**config.mk**
```make
export PLATFORM = sky130hd
export DESIGN_NAME = stopwatch_ctrl
export DESIGN_NICKNAME = d
export VERILOG_FILES = /design/src/rtl/stopwatch_pkg.sv /design/src/rtl/btn_edge.sv /design/src/rtl/stopwatch_ctrl.sv
export SDC_FILE = /design/constraint.sdc
export NUM_CORES = 1
export LEC_CHECK = 0
export BUFFER_PORTS_ARGS = -buffer_cell sky130_fd_sc_hd__clkbuf_2
export CAP_MARGIN = 15
export CORE_AREA = 3 3 45 47
export DETAILED_ROUTE_END_ITERATION = 12
export DIE_AREA = 0 0 48 50
export MAX_ROUTING_LAYER = met4
export PLACE_DENSITY = 0.79
export REMOVE_ABC_BUFFERS = 1
export SYNTH_ARGS = -nofsm -noshare
export SYNTH_HDL_FRONTEND = slang
export SYNTH_SLANG_ARGS = --single-unit
```
**constraint.sdc**
```tcl
create_clock -name clk -period 5.05 [get_ports clk]
set_input_delay 0.505 -clock clk [delete_from_list [all_inputs] [get_ports clk]]
set_output_delay 0.505 -clock clk [all_outputs]
set_load 0.02 [all_outputs]
```
**src/rtl/stopwatch_pkg.sv**
```systemverilog
// Shared state encoding, BCD width and default timing constants for the stopwatch controller.
package stopwatch_pkg;

    localparam int BCD_W = 8;
    localparam int CLR_CYCLES_DEF = 2;
    localparam logic [BCD_W-1:0] MAX_READING_DEF = 8'h99;

    // Button slots in the edge-detector vector
    localparam int BTN_SS  = 0;
    localparam int BTN_CLR = 1;
    localparam int BTN_LAP = 2;
    localparam int NUM_BTN = 3;

    typedef enum logic [2:0] {
        CLEAR,
        IDLE,
        RUN,
        HOLD,
        STOP
    } sw_state_t;

    function automatic logic is_counting(input sw_state_t s);
        return (s == RUN) || (s == HOLD);
    endfunction

endpackage

```
**src/rtl/btn_edge.sv**
```systemverilog
// Registers one debounced button level and flags its rising edge; the register resets high
// so a button held through reset never produces an edge.
module btn_edge (
    input  logic clk,
    input  logic rst_n,
    input  logic btn,
    output logic rise
);

    logic btn_q;

    always_ff @(posedge clk or negedge rst_n) begin
        if (!rst_n) begin
            btn_q <= 1'b1;
        end else begin
            btn_q <= btn;
        end
    end

    assign rise = btn & ~btn_q;

endmodule

```
**src/rtl/stopwatch_ctrl.sv**
```systemverilog
// Stopwatch control FSM driving an external BCD seconds counter and 7-segment display.
// Define STOPWATCH_LAP_EN to build the lap-hold feature (HOLD state, lap register, lap_active).
module stopwatch_ctrl
    import stopwatch_pkg::*;
#(
    parameter int               CLR_CYCLES  = CLR_CYCLES_DEF,
    parameter logic [BCD_W-1:0] MAX_READING = MAX_READING_DEF
) (
    input  logic             clk,
    input  logic             rst_n,
    input  logic             btn_start_stop,
    input  logic             btn_clear,
    input  logic             btn_lap,
    input  logic [BCD_W-1:0] time_reading,
    output logic             counter_init,
    output logic             counter_enable,
    output logic [BCD_W-1:0] display_value,
    output logic             running,
    output logic             lap_active,
    output logic             done
);

    localparam logic [3:0] CLR_LAST = 4'(CLR_CYCLES - 1);

    logic [NUM_BTN-1:0] btn_vec;
    logic [NUM_BTN-1:0] rise_vec;
    logic               ss_rise;
    logic               clr_rise;
    logic               lap_rise;

    sw_state_t        state_reg;
    sw_state_t        state_next;
    logic [3:0]       clr_cnt_reg;
    logic [3:0]       clr_cnt_next;
    logic             done_next;
    logic [BCD_W-1:0] disp_next;
    logic             at_max;

    logic             counter_init_reg;
    logic             active_reg;
    logic             done_reg;
    logic [BCD_W-1:0] display_reg;

    assign btn_vec = {btn_lap, btn_clear, btn_start_stop};

    generate
        for (genvar gi = 0; gi < NUM_BTN; gi++) begin : g_btn
            btn_edge u_btn_edge (
                .clk  (clk),
                .rst_n(rst_n),
                .btn  (btn_vec[gi]),
                .rise (rise_vec[gi])
            );
        end
    endgenerate

    assign ss_rise  = rise_vec[BTN_SS];
    assign clr_rise = rise_vec[BTN_CLR];
    assign lap_rise = rise_vec[BTN_LAP];
    assign at_max   = (time_reading == MAX_READING);

`ifdef STOPWATCH_LAP_EN
    logic [BCD_W-1:0] lap_reg;
    logic [BCD_W-1:0] lap_next;
    logic             lap_active_reg;
`else
    logic unused_lap;
    assign unused_lap = lap_rise;
`endif

    always_comb begin
        state_next   = state_reg;
        clr_cnt_next = clr_cnt_reg;
        done_next    = 1'b0;
`ifdef STOPWATCH_LAP_EN
        lap_next     = lap_reg;
`endif
        // Clear beats everything, including a clear already in progress
        if (clr_rise) begin
            state_next   = CLEAR;
            clr_cnt_next = '0;
        end else begin
            case (state_reg)
                CLEAR: begin
                    if (clr_cnt_reg == CLR_LAST) begin
                        state_next = IDLE;
                    end else begin
                        clr_cnt_next = clr_cnt_reg + 4'd1;
                    end
                end
                IDLE: begin
                    if (ss_rise) begin
                        state_next = RUN;
                    end
                end
                RUN: begin
                    if (at_max) begin
                        state_next = STOP;
                        done_next  = 1'b1;
                    end else if (ss_rise) begin
                        state_next = STOP;
`ifdef STOPWATCH_LAP_EN
                    end else if (lap_rise) begin
                        state_next = HOLD;
                        lap_next   = time_reading;
`endif
                    end
                end
`ifdef STOPWATCH_LAP_EN
                HOLD: begin
                    if (at_max) begin
                        state_next = STOP;
                        done_next  = 1'b1;
                    end else if (ss_rise) begin
                        state_next = STOP;
                    end else if (lap_rise) begin
                        state_next = RUN;
                    end
                end
`endif
                STOP: begin
                    // A stopwatch parked at full scale can only be cleared
                    if (ss_rise && !at_max) begin
                        state_next = RUN;
                    end
                end
                default: begin
                    state_next   = CLEAR;
                    clr_cnt_next = '0;
                end
            endcase
        end

`ifdef STOPWATCH_LAP_EN
        disp_next = (state_next == HOLD) ? lap_next : time_reading;
`else
        disp_next = time_reading;
`endif
    end

    always_ff @(posedge clk or negedge rst_n) begin
        if (!rst_n) begin
            state_reg        <= CLEAR;
            clr_cnt_reg      <= '0;
            counter_init_reg <= 1'b1;
            active_reg       <= 1'b0;
            done_reg         <= 1'b0;
            display_reg      <= '0;
        end else begin
            state_reg        <= state_next;
            clr_cnt_reg      <= clr_cnt_next;
            counter_init_reg <= (state_next == CLEAR);
            active_reg       <= is_counting(state_next);
            done_reg         <= done_next;
            display_reg      <= disp_next;
        end
    end

`ifdef STOPWATCH_LAP_EN
    always_ff @(posedge clk or negedge rst_n) begin
        if (!rst_n) begin
            lap_reg        <= '0;
            lap_active_reg <= 1'b0;
        end else begin
            lap_reg        <= lap_next;
            lap_active_reg <= (state_next == HOLD);
        end
    end

    assign lap_active = lap_active_reg;
`else
    assign lap_active = 1'b0;
`endif

    assign counter_init   = counter_init_reg;
    assign counter_enable = active_reg;
    assign running        = active_reg;
    assign done           = done_reg;
    assign display_value  = display_reg;

endmodule

```
==> results.ini <==
[power]
p_per_area_nw_per_um2 = 434
p_sw_mw = 0.158
p_int_mw = 0.292
power.leakage_nw = 0.506
power_mw = 0.450
switching_share_pct = 35.1
pwr-share-seq_pct = 46.7
ir_worst_vdd_mv = 0.177
pwr-share-comb_pct = 33.1
power.share.clock_pct = 20.2

[clock_tree]
cts_buffer_depth = 2
cts_root_buffer = clkbuf_4
cts_hold_buf = 0
cts-htree-levels = 1
cts_tree = done
postCtsSetupRepairBufs = 0
clk_pin_slew_ns = 0.11
numCtsBuffers = 3
ctsResizeCount = 0
cts_sinks = 20
insertion_delay_ns = 0.30

[synthesis]
ys_seq_area_share_pct = 57.1
synth_area_leaders = dfrtp_1 48%, dfstp_2 8.9%, nor2_1 3.4%
synthDominantAreaCellType = dfrtp_1
postSynthCellCount = 71
synth_top_area_share_pct = 48.2
yosysWarnings = 0
synth_area_per_cell_um2 = 12.4
ys_ff_latch = 20
ys_async_sr_fraction_pct = 100
yosysUniqueCellTypes = 35
syn_area_um2 = 883
synth-edff-count = 0
synth_flop_cell = dfrtp_1
synth_common_cells = 17 x dfrtp_1, 8 x nor2_1, 4 x nor2b_1, 3 x dfstp_2, 3 x o21ai_0
yosysMostFrequentCell = dfrtp_1

[layout]
nNetsFinal = 111
fillers = 139
n_antenna_cell = 0
largest_reg_flops = 8
syn_to_final_growth_pct = 17.3
drive_gt1_share_pct = 42.1
finalInstanceArea_um2 = 1040

[route]
wl_per_cell_um = 14.7
viasPerCell = 5.58
ant_nets = 0
routed_wirelength_mm = 1.65
drt-initial-drc-count = 4
via_count = 625
dr.pass1.iters = 2
drc_errors = 0

[placement]
placed_area_um2 = 1000
numPortBuffers = 23
post-place-ws_ns = 3.14
routabilityCongestion = 0.712
hpwl_mm = 1.22

[setup_path]
r2r_start = clr_cnt_reg[0]
path_delay_family = compound AO/OA/AOI/OAI gates
cp-end-kind = register
path_class = register to register
cp_cell_sequence = ha_1 -> nor3b_1 -> o211ai_1 -> o31ai_2 -> or2_4 -> a211o_1
slowest_delay_ns = 0.44
crit_buf_inv = 0
critical_path.startpoint = clr_cnt_reg[0]
start_kind = register
arrival_ns = 1.99
crit_fanout = 5
slowest_stage = dfrtp_1
critPathRequiredTime_ns = 5.25

[timing]
fin_ws_ns = 3.26
period_share_pct = 35.5
achievable-frequency_mhz = 558
period_needed_ns = 1.79
hold_ws_ns = 0.133
setup_viol = 0
rsz0062_at_grt = false
report.final.hold_viol_count = 0
slew_viol_final = 0
finClkSkew_ns = 0.00456
fin_tns_setup_ns = 0

[global_routing]
grt_overflow = 0
grt_usage_pct = 16.0
grt_max_degree = 21
grt_pass1_wl_mm = 2.62
antenna_found_initial = 0
grt_pass1_vias = 639

[worst_hold_path]
hp-class = primary input to asynchronous set/reset pin

[run]
maxCapViolations = 0

[floorplanning]
dieArea_um2 = 2400
rows = 15
die_h_um = 50
start_util_pct = 52.3
coreArea_um2 = 1690
ios = 26
dieWidth_um = 48

[outcome]
status = finished, final reports clean

[kinds of logic after synthesis]
| group | count (synthesis) | synth area share [%] |
|---|---|---|
| fa+ha+maj | 2 | 2.83 |
| flops | 20 | 57.1 |
| other cells | 1 | 0.425 |
| simple gates | 27 | 21.4 |
| compound gates | 14 | 12.9 |
| mux | 2 | 2.27 |
| buf+inv | 5 | 3.11 |
[path summary, 6_finish.rpt]
kind                       slack [ns]  cells after the start                         to
min in group clk                 0.30                      1  g_btn[0].u_btn_edge.btn_q
min reg2reg                      0.53                      1               state_reg[0]
max reg2reg                      3.26                      6             clr_cnt_reg[3]
min                              0.13                      1               state_reg[2]
max in group asynchronous        4.57                      1  g_btn[1].u_btn_edge.btn_q
max                              3.26                      6             clr_cnt_reg[3]
[power by group through the flow]
stage,registers [mW],clock network [mW],logic (mW)
after floorplan,0.221,0,0.0968
after global placement,0.211,0,0.141
after detailed placement,0.212,0,0.147
after CTS,0.210,0.0928,0.150
after global routing,0.215,0.103,0.165
final,0.210,0.0909,0.149
[per-stage QoR]
stage | utilization (%) | cells
2_1_floorplan | - | 68
3_3_place_gp | 59.2 | 108
6_report | 61.3 | 112
4_1_cts | 61.3 | 112
3_5_place_dp | 59.2 | 108
5_1_grt | 61.3 | 112
[layout by cell type, fill, tap and decap left out, drive strengths merged]
master / count
and4bb: 2
o22ai: 1
a211oi: 2
a21oi: 1
nand4b: 1
a211o: 1
nor2: 8
or2: 1
dfstp: 3
a31oi: 1
a21o: 1
mux2i: 2
inv: 2
nand3: 2
ha: 2
dfrtp: 17
nand2b: 2
conb: 1
nand2: 1
o31ai: 2
and4: 1
nor3: 1
o21ai: 4
clkbuf: 27
nor4: 1
o211ai: 1
nor4b: 2
nor3b: 1
nor2b: 4
[area by class of cell]
cell class | instances | area, um^2 | share of cell area, %
Sequential cell | 20 | 504 | 48.7
Multi-Input combinational cell | 46 | 352 | 33.9
Timing Repair Buffer | 23 | 115 | 11.1
Clock buffer | 4 | 36.3 | 3.50
Tap cell | 17 | 21.3 | 2.05
Inverter | 2 | 7.51 | 0.725
[routing by layer]
layer	global-route usage, %	vias up	share of wire (%)
li1	-	303	-
met1	16.5	295	40
met2	27.1	22	52
met3	4.38	5	6.1
met4	6.73	0	2.1
met5	-	-	0
(Power assumes the default switching activity.)
